File: config.mk
export PLATFORM = sky130hd
export DESIGN_NAME = sum_tally_flat
export DESIGN_NICKNAME = d
export VERILOG_FILES = /design/src/rtl/sum_tally_pkg.sv /design/src/rtl/sum_tally_if.sv /design/src/rtl/sum_tally_mode_tracker.sv /design/src/rtl/sum_tally.sv /design/src/flat_wrapper.sv
export SDC_FILE = /design/constraint.sdc
export NUM_CORES = 1
export LEC_CHECK = 0
export ABC_AREA = 0
export BUFFER_PORTS_ARGS = -buffer_cell sky130_fd_sc_hd__buf_2
export CORE_AREA = 3 3 175 211
export DETAILED_ROUTE_END_ITERATION = 8
export DIE_AREA = 0 0 178 214
export PLACE_DENSITY = 0.71
export SKIP_LAST_GASP = 1
export SLEW_MARGIN = 20
export SYNTH_ARGS = -nofsm -noshare
export SYNTH_HDL_FRONTEND = slang
export SYNTH_SLANG_ARGS = --single-unit
File: constraint.sdc
create_clock -name clk -period 7.5 [get_ports clk]
set_clock_uncertainty 0.2 [all_clocks]
set_input_delay 0.75 -clock clk [delete_from_list [all_inputs] [get_ports clk]]
set_output_delay 0.75 -clock clk [all_outputs]
set_load 0.1 [all_outputs]
File: src/rtl/sum_tally_pkg.sv
// Shared constants for the sum_tally histogram block: parameter defaults,
// FSM state encodings and common field types.
package sum_tally_pkg;

  localparam int BIN_BASE_DEF = 2;
  localparam int NUM_BINS_DEF = 11;
  localparam int CNT_W_DEF    = 16;
  localparam int TRIALS_DEF   = 1000;

  localparam int SEL_W = 4;

  typedef logic [7:0]       data_t;
  typedef logic [SEL_W-1:0] sel_t;

  localparam logic [1:0] ST_IDLE  = 2'd0;
  localparam logic [1:0] ST_RUN   = 2'd1;
  localparam logic [1:0] ST_DONE  = 2'd2;
  localparam logic [1:0] ST_CLEAR = 2'd3;

endpackage

File: src/rtl/sum_tally_if.sv
// Sample stream from the upstream sum_3 stage: valid/data forward, ready back.
interface sum_tally_if;
  import sum_tally_pkg::*;

  logic  in_valid;
  data_t in_data;
  logic  in_ready;

  modport master (output in_valid, output in_data, input in_ready);
  modport slave  (input in_valid, input in_data, output in_ready);
endinterface

File: src/rtl/sum_tally_mode_tracker.sv
// Tracks the largest bin count seen so far and the index of the bin that
// first reached it; ties keep the earlier winner.
module mode_tracker
  import sum_tally_pkg::*;
#(
  parameter int CNT_W = CNT_W_DEF
) (
  input  logic             clk,
  input  logic             rst,
  input  logic             clear,
  input  logic             upd,
  input  sel_t             upd_idx,
  input  logic [CNT_W-1:0] upd_cnt,
  output sel_t             mode_bin
);

  logic [CNT_W-1:0] max_q, max_d;
  sel_t             mode_q, mode_d;

  always_comb begin
    // NOTE: every always_comb output gets a default first so no path leaves it unassigned (no latch).
    max_d  = max_q;
    mode_d = mode_q;
    if (clear) begin
      max_d  = '0;
      mode_d = '0;
    end else if (upd && (upd_cnt > max_q)) begin
      max_d  = upd_cnt;
      mode_d = upd_idx;
    end
  end

  // NOTE: state is updated only with non-blocking assignments so all flops sample together.
  always_ff @(posedge clk or posedge rst) begin
    if (rst) begin
      max_q  <= '0;
      mode_q <= '0;
    end else begin
      max_q  <= max_d;
      mode_q <= mode_d;
    end
  end

  assign mode_bin = mode_q;

endmodule

File: src/rtl/sum_tally.sv
// Histogram of sum_3 results: tallies samples into NUM_BINS saturating bins
// until TRIALS in-range samples are counted, with sweep clear and readout.
module sum_tally
  import sum_tally_pkg::*;
#(
  parameter int BIN_BASE = BIN_BASE_DEF,
  parameter int NUM_BINS = NUM_BINS_DEF,
  parameter int CNT_W    = CNT_W_DEF,
  parameter int TRIALS   = TRIALS_DEF
) (
  input  logic             clk,
  input  logic             rst,
  input  logic             start,
  input  logic             clear,
  sum_tally_if.slave       bus,
  input  sel_t             sel,
  output logic [CNT_W-1:0] bin_count,
  output logic [CNT_W-1:0] total,
  output sel_t             mode_bin,
  output logic             done,
  output logic             range_err
);

  localparam logic [CNT_W-1:0] CNT_MAX = '1;

  logic [1:0]       state_q, state_d;
  logic [CNT_W-1:0] bins_q [NUM_BINS];
  logic [CNT_W-1:0] bins_d [NUM_BINS];
  logic [CNT_W-1:0] total_q, total_d;
  logic [CNT_W-1:0] bin_count_q, bin_count_d;
  logic             range_err_q, range_err_d;
  sel_t             clr_idx_q, clr_idx_d;

  logic             in_ready;
  logic             accept;
  logic             in_range;
  logic             hit;
  int               offset;
  sel_t             hit_idx;
  logic [CNT_W-1:0] hit_cnt;

  // Clear wins over a coincident handshake; that sample is dropped.
  always_comb begin
    in_ready = (state_q == ST_RUN);
    offset   = int'(bus.in_data) - BIN_BASE;
    in_range = (offset >= 0) && (offset < NUM_BINS);
    accept   = bus.in_valid && in_ready && !clear;
    hit      = accept && in_range;
  end

  assign bus.in_ready = in_ready;

  always_comb begin
    state_d     = state_q;
    bins_d      = bins_q;
    total_d     = total_q;
    range_err_d = range_err_q;
    clr_idx_d   = clr_idx_q;
    hit_idx     = '0;
    hit_cnt     = '0;

    for (int i = 0; i < NUM_BINS; i++) begin
      if (hit && (offset == i)) begin
        hit_idx   = sel_t'(i);
        hit_cnt   = (bins_q[i] == CNT_MAX) ? bins_q[i] : bins_q[i] + 1'b1;
        bins_d[i] = hit_cnt;
      end
    end
    if (hit && (total_q != CNT_MAX))
      total_d = total_q + 1'b1;
    if (accept && !in_range)
      range_err_d = 1'b1;

    if (clear) begin
      state_d     = ST_CLEAR;
      clr_idx_d   = '0;
      total_d     = '0;
      range_err_d = 1'b0;
    end else begin
      case (state_q)
        ST_IDLE: if (start) state_d = ST_RUN;
        ST_RUN: begin
          if (hit && (int'(total_d) == TRIALS)) state_d = ST_DONE;
          else if (!start)                      state_d = ST_IDLE;
        end
        ST_DONE: state_d = ST_DONE;
        ST_CLEAR: begin
          for (int i = 0; i < NUM_BINS; i++)
            if (i == int'(clr_idx_q)) bins_d[i] = '0;
          if (int'(clr_idx_q) == NUM_BINS - 1) state_d = ST_IDLE;
          else                                 clr_idx_d = clr_idx_q + 1'b1;
        end
        default: state_d = ST_IDLE;
      endcase
    end
  end

  // Readout is registered; unmapped selects read as zero.
  always_comb begin
    bin_count_d = '0;
    for (int i = 0; i < NUM_BINS; i++)
      if (i == int'(sel)) bin_count_d = bins_q[i];
  end

  always_ff @(posedge clk or posedge rst) begin
    if (rst) begin
      state_q     <= ST_IDLE;
      total_q     <= '0;
      bin_count_q <= '0;
      range_err_q <= 1'b0;
      clr_idx_q   <= '0;
      // NOTE: the bin array is reset too, since reset must zero every tally at once, so it stays in flops, not RAM.
      for (int i = 0; i < NUM_BINS; i++) bins_q[i] <= '0;
    end else begin
      state_q     <= state_d;
      total_q     <= total_d;
      bin_count_q <= bin_count_d;
      range_err_q <= range_err_d;
      clr_idx_q   <= clr_idx_d;
      for (int i = 0; i < NUM_BINS; i++) bins_q[i] <= bins_d[i];
    end
  end

  mode_tracker #(.CNT_W(CNT_W)) u_mode (
    .clk      (clk),
    .rst      (rst),
    .clear    (clear),
    .upd      (hit),
    .upd_idx  (hit_idx),
    .upd_cnt  (hit_cnt),
    .mode_bin (mode_bin)
  );

  assign bin_count = bin_count_q;
  assign total     = total_q;
  assign done      = (state_q == ST_DONE);
  assign range_err = range_err_q;

endmodule
File: src/flat_wrapper.sv
// flat-port wrapper written by rule: the top's interface ports become plain ports
module sum_tally_flat import sum_tally_pkg::*;
#(
  parameter int BIN_BASE = BIN_BASE_DEF,
  parameter int NUM_BINS = NUM_BINS_DEF,
  parameter int CNT_W    = CNT_W_DEF,
  parameter int TRIALS   = TRIALS_DEF
)
  (clk, rst, start, clear, sel, bin_count, total, mode_bin, done, range_err, bus_in_valid, bus_in_data, bus_in_ready);
  sum_tally_if bus_i ();
  input  logic clk;
  input  logic rst;
  input  logic start;
  input  logic clear;
  input  sel_t sel;
  output logic [CNT_W-1:0] bin_count;
  output logic [CNT_W-1:0] total;
  output sel_t mode_bin;
  output logic done;
  output logic range_err;
  input wire logic [$bits(bus_i.in_valid)-1:0] bus_in_valid;
  input wire logic [$bits(bus_i.in_data)-1:0] bus_in_data;
  output wire logic [$bits(bus_i.in_ready)-1:0] bus_in_ready;
  assign bus_i.in_valid = bus_in_valid;
  assign bus_i.in_data = bus_in_data;
  assign bus_in_ready = bus_i.in_ready;
  sum_tally #(.BIN_BASE(BIN_BASE), .NUM_BINS(NUM_BINS), .CNT_W(CNT_W), .TRIALS(TRIALS)) u_core (.clk(clk), .rst(rst), .start(start), .clear(clear), .bus(bus_i), .sel(sel), .bin_count(bin_count), .total(total), .mode_bin(mode_bin), .done(done), .range_err(range_err));
endmodule
==> results of run 1 <==
worst paths after layout:
kind	end	slack, ns	cells after the start
worst max-delay path	u_core.u_mode.max_q[13]	1.21	18
worst min-delay path	u_core.bins_q[101]	0.04	2
worst max register to register	u_core.u_mode.max_q[13]	1.42	17
worst min register to register	u_core.u_mode.max_q[4]	0.32	2
max in group asynchronous	u_core.clr_idx_q[1]	5.70	3
min in group clk	u_core.state_q[0]	0.24	3
power groups by stage:
stage | clock [mW] | combinational, mW | sequential [mW]
6_report | 1.51 | 0.236 | 1.29
5_1_grt | 1.58 | 0.249 | 1.29
4_1_cts | 1.53 | 0.233 | 1.29
3_5_place_dp | 0 | 0.232 | 1.31
3_3_place_gp | 0 | 0.231 | 1.31
2_1_floorplan | 0 | 0.108 | 1.36
routing by layer:
metal / GRT usage / part of all wire
met3: 0.0691 / 0.086
met2: 0.595 / 0.46
met4: 0.208 / 0.069
met1: 0.489 / 0.39
met5: 0 / 0.00053
placed cells by master (no fill, tap or decap), types with 12 or more instances in the layout:
cell	synthesis	routed
nor2_1	330	330
dfrtp_1	235	235
nand2_1	226	226
a21oi_1	125	125
nand3_1	117	117
o21ai_0	113	113
nor3_1	107	107
xnor2_1	105	105
xor2_1	76	76
nand4_1	60	60
buf_2	21	55
mux2i_1	54	54
inv_1	45	44
and3_1	36	36
buf_4	0	34
ha_1	33	33
clkbuf_16	0	29
nor4_1	28	28
or3_1	26	26
mux2_2	25	25
a31oi_1	24	24
o22ai_1	24	24
and4_1	22	22
and2_1	22	22
nor2b_1	21	20
a22oi_1	20	20
a311oi_1	18	18
o211ai_1	16	16
a211oi_1	14	14
a222oi_1	14	14
a211o_1	13	13
nand2b_1	12	12
sequential cells by signal, indices dropped and copies added (netlist names):
| register | flops |
|---|---|
| u_core.state_q | 2 |
| u_core.bins_q | 176 |
| u_core.u_mode.mode_bin | 4 |
| u_core.total | 16 |
| u_core.u_mode.max_q | 16 |
| u_core.range_err | 1 |
| u_core.clr_idx_q | 4 |
| u_core.bin_count | 16 |
final cells by class:
class                   count  area (um^2)  area share
clock buffers              41          851      0.0432
clock inverters            11          164     0.00833
inverters                  50          195     0.00992
multi-input cells        1869        11500       0.582
flip-flops and latches    235         5880       0.299
well taps                 462          578      0.0294
repair buffers             90          551      0.0280
cells by family (layout without fill, tap and decap cells):
| family | after synthesis | count (layout) | share of synthesized area |
|---|---|---|---|
| flops | 235 | 235 | 0.324 |
| fa+ha+maj | 33 | 33 | 0.0227 |
| xor+xnor | 181 | 181 | 0.0873 |
| simple gates | 1072 | 1072 | 0.291 |
| mux | 80 | 80 | 0.0460 |
| buf+inv | 208 | 192 | 0.0450 |
| compound gates | 503 | 503 | 0.184 |
==> results.yml, run 1 <==
die:
  core_um2: 35000
  fp.dieW_um: 178
  die_area_um2: 38100
  rows: 75
  fp.dieH_um: 214
  ios: 56
  initial_core_util: 0.519
setup_path:
  worstPathCellList: "buf_2, and4bb_2, o2111a_1, nand4_1, nor2_1, buf_4, a2bb2oi_1, a311oi_1, o221ai_1, nor2b_1, ha_1, nand4_1, nor3_1, o2111ai_1, nand4_1, nor2b_1, nor3_1, a31o_2"
  critPathTopFamily: "simple AND/OR/NAND/NOR gates"
  cp.buffers_inverters: 2
  critPathMaxFanout: 40
  cpMostUsedCell: "nand4_1"
  cp_slowest_cell: "a311oi_1"
  startpoint: "clear"
  worstReg2RegStart: "u_core.state_q[1]"
  worstPathArrival_ns: 6.55
  required_ns: 7.76
  cp-end-kind: "flop"
  crit_path_max_incr_delay_ns: 0.67
  startpoint_type: "input pin"
  crit_type: "input pin to flop"
status:
  outcome: "finished clean"
global_routing:
  gr-total-overflow: 0
  grt_max_degree: 148
  track_usage: 0.378
  grt_antenna_before_repair: 3
  grt_pass1_wl_um: 111000
  grt_pass1_vias: 17600
sta:
  fin_tns_setup_ns: 0
  hold_ws_ns: 0.0364
  hold_viol_final: 0
  period_needed_ns: 6.29
  tightest_slew_ns: 1.21
  worst_slack_ns: 1.21
  rsz0062_at_grt: "no"
  setup_viol: 0
  final_max_slew_viol_count: 0
  relSlewSlack: 0.184
  max_freq_mhz: 159
  period_share: 0.839
clock_tree:
  cts.reportedPaths.clkPinSlew_ns: 0.06
  cts_buffer_depth: 3
  insertion_delay_ns: 0.59
  cts_resized: 0
  cts_tree: "yes"
  cts_setup_buffers: 0
  cts_buffers: 28
  clk_root_buffer_cell: "clkbuf_16"
  cts_htree_levels: 1
  hold_buffers: 0
  clock-sinks: 235
job:
  maxCapViolCount: 0
synthesis:
  synth_flop_cell: "dfrtp_1"
  syn-cell-area_um2: 18200
  synth.yosys.seq_area_share: 0.324
  async_flop_share: 1.00
  synthesis.nets: 2362
  synth_common_cells: "nor2_1 (330), dfrtp_1 (235), nand2_1 (226)"
  synth_top_area_cell: "dfrtp_1"
  synth_edf_count: 0
  synth_area_leaders: "dfrtp_1 (32%), nor2_1 (6.8%), xnor2_1 (5.1%)"
  yosys_warnings: 0
  yosysMostFrequentCell: "nor2_1"
  syn_inst: 2312
  synth_top_cell_area_share: 0.324
  ys_ff_latch: 235
  synth_area_per_cell_um2: 7.85
  yosysUniqueCellTypes: 86
power_and_ir_drop:
  power.density_nw_per_um2: 154
  peakVddDrop_v: 0.000178
  p_sw_frac: 0.260
  p_total_mw: 3.03
  p_leak_nw: 7.84
  seqPwrFrac: 0.424
  intPower_mw: 2.24
  combPwrFrac: 0.078
  p_sw_uw: 790
  clockPowerShare: 0.498
final_layout:
  area_growth_pct: 8.42
  diodes: 0
  design_area_um2: 19700
  n_fill_cell: 3368
  fin_nets: 2324
  final_cells: 2758
  fin_util: 0.562
  drive_above_1_share: 0.0915
detailed_routing:
  post_drt_wl_per_cell_um: 26.7
  drc: 0
  ant_nets: 0
  wl_um: 73700
  drt_first_iter_violations: 2779
  vias_per_cell: 6.79
  dr.pass1.iters: 8
  vias: 18700
place:
  place_inst: 2706
  hpwl_um: 56000
  port_buffers: 55
  place_congestion: 1.07
  placed_cell_area_um2: 18700
  dp_slack_ns: 0.974
min_path:
  hold_class: "input pin to async pin"
No activity file was read; power rests on OpenSTA's default activity.
==> run 2: changes to the inputs <==
==> constraint.sdc (replaced) <==
create_clock -name clk -period 5.7 [get_ports clk]
set_clock_uncertainty 0.2 [all_clocks]
set_input_delay 0.57 -clock clk [delete_from_list [all_inputs] [get_ports clk]]
set_output_delay 0.57 -clock clk [all_outputs]
set_load 0.1 [all_outputs]
==> results.yml, run 2 (synthesis gave the netlist of run 1 again) <==
status:
  outcome: "complete, but fails checks"
  violations: "design-rule violations"
detailed_routing:
  drc: 11
  ant_nets: 0
  post_drt_wl_per_cell_um: 26.2
  vias_per_cell: 6.69
  wl_um: 73600
  vias: 18800
  drt_first_iter_violations: 2174
  dr.pass1.iters: 9
min_path:
  holdCritStartpoint: "start"
  holdPathEnd: "u_core.state_q[0]"
  hold_class: "input pin to flop"
  min_path_cells: 3
global_routing:
  grt_pass1_wl_um: 111000
  track_usage: 0.378
  gr-total-overflow: 0
  grt_antenna_before_repair: 2
  grt_pass1_vias: 17800
  grt_max_degree: 154
place:
  hpwl_um: 56400
  placed_cell_area_um2: 19000
  dp_slack_ns: -0.0240
  port_buffers: 55
  place_inst: 2753
  place_congestion: 1.04
power_and_ir_drop:
  p_total_mw: 3.98
  intPower_mw: 2.95
  seqPwrFrac: 0.425
  p_sw_mw: 1.03
  peakVddDrop_v: 0.000348
  p_sw_frac: 0.258
  power.density_nw_per_um2: 199
  p_leak_nw: 8.08
  combPwrFrac: 0.078
  clockPowerShare: 0.497
sta:
  relSlewSlack: 0.270
  period_needed_ns: 5.22
  hold_viol_final: 0
  fin_tns_setup_ns: 0
  max_freq_mhz: 192
  period_share: 0.916
  tightest_slew_ns: 1.08
  final_max_slew_viol_count: 0
  setup_viol: 0
  worst_slack_ns: 0.481
  rsz0062_at_grt: "no"
setup_path:
  cp-end-kind: "flop"
  worstPathCellList: "buf_2, clkinv_1, ha_1, or4b_4, o2111a_1, nand4_2, nor2_1, a222oi_1, o21ai_0, a22oi_1, ha_1, o21ai_0, o21ai_0, o2111ai_1, nand4_1, nor2b_1, buf_4, nor3_1, a31o_2"
  rr_worst_depth: 16
  cpMostUsedCell: "o21ai_0"
  crit_type: "input pin to flop"
  startpoint_type: "input pin"
  reg2reg_to: "u_core.u_mode.max_q[11]"
  critPathMaxFanout: 11
  cp_slowest_cell: "nor2_1"
  crit_path_max_incr_delay_ns: 0.65
  required_ns: 5.97
  worstReg2RegStart: "u_core.state_q[1]"
  worstPathArrival_ns: 5.49
  r2r_setup_slack_ns: 0.49
final_layout:
  mostFrequentLayoutCell: "nor2_1"
  fin_nets: 2372
  design_area_um2: 20000
  largest_reg_flops: 176
  area_growth_pct: 10.4
  n_fill_cell: 3245
  final_cells: 2806
  drive_above_1_share: 0.110
  final_cell_mix: "nor2_1 (330), dfrtp_1 (235), nand2_1 (226)"
  top_register: "u_core.bins_q"
die:
  fp.dieW_um: 178
  die_area_um2: 38100
  rows: 75
  ios: 56
  initial_core_util: 0.519
  fp.dieH_um: 214
  core_um2: 35000
clock_tree:
  cts_tree: "yes"
  cts_htree_levels: 1
  clock-sinks: 235
  clk_root_buffer_cell: "clkbuf_16"
  insertion_delay_ns: 0.58
  cts_setup_buffers: 0
  cts.reportedPaths.clkPinSlew_ns: 0.06
  cts_buffers: 28
  cts_buffer_depth: 3
job:
  maxCapViolCount: 0
[run 2: metal layers]
layer | vias up | part of all wire | global-route usage
met5 | - | 0.00033 | 0
li1 | 8453 | - | -
met4 | 4 | 0.067 | 0.200
met1 | 9071 | 0.39 | 0.491
met2 | 1005 | 0.46 | 0.603
met3 | 245 | 0.080 | 0.0571
[run 2: critical path: cells and delay by family]
kind / cells / cell delay [ns]
buffers and inverters: 3 / 0.53
AOI/OAI and AO/OA: 8 / 2.02
and+or+nand+nor: 6 / 1.71
adders and majority gates: 2 / 0.65
[run 2: repair_timing]
| item | CTS | global route |
|---|---|---|
| gates resized for setup | 0 | 0 |
| hold buffers | 1 | 0 |
| hold endpoints to repair | 11 | 0 |
| endpoints found under the setup margin | 0 | 0 |
[run 2: layout make-up]
| cell class | instances | area, um^2 | share of cell area |
|---|---|---|---|
| antenna | 1 | 2.50 | 0.000125 |
| tap | 462 | 578 | 0.0288 |
| clock buffer | 39 | 843 | 0.0421 |
| multi-input combinational | 1869 | 11500 | 0.572 |
| clock inverter | 12 | 169 | 0.00843 |
| sequential | 235 | 5880 | 0.293 |
| inverter | 50 | 191 | 0.00955 |
| timing repair buffer | 138 | 913 | 0.0456 |
[run 2: through the flow]
| stage | util | hold WS [ns] |
|---|---|---|
| 4_1_cts | 0.573 | 0.0365 |
| 3_3_place_gp | 0.543 | 0.298 |
| 5_1_grt | 0.573 | 0.0543 |
| 2_1_floorplan | - | 0.278 |
| 6_report | 0.573 | 0.0509 |
| 3_5_place_dp | 0.543 | 0.323 |
[run 2: worst max path at each step]
stage               cells past startpoint              start                      end
finish                                 19     bus_in_data[1]  u_core.u_mode.max_q[11]
global route                           19     bus_in_data[1]  u_core.u_mode.max_q[13]
CTS                                    16  u_core.state_q[1]  u_core.u_mode.max_q[11]
detailed placement                     19     bus_in_data[1]  u_core.u_mode.max_q[11]
global placement                       21     bus_in_data[1]  u_core.u_mode.max_q[11]
floorplan                              19     bus_in_data[1]  u_core.u_mode.max_q[10]
[run 2: power groups by stage]
stage | clock network (mW) | logic, mW | registers [mW]
detailed placement | 0 | 0.304 | 1.72
global route | 2.07 | 0.328 | 1.70
CTS | 2.00 | 0.306 | 1.69
global placement | 0 | 0.304 | 1.72
finish | 1.98 | 0.310 | 1.69
floorplan | 0 | 0.143 | 1.78
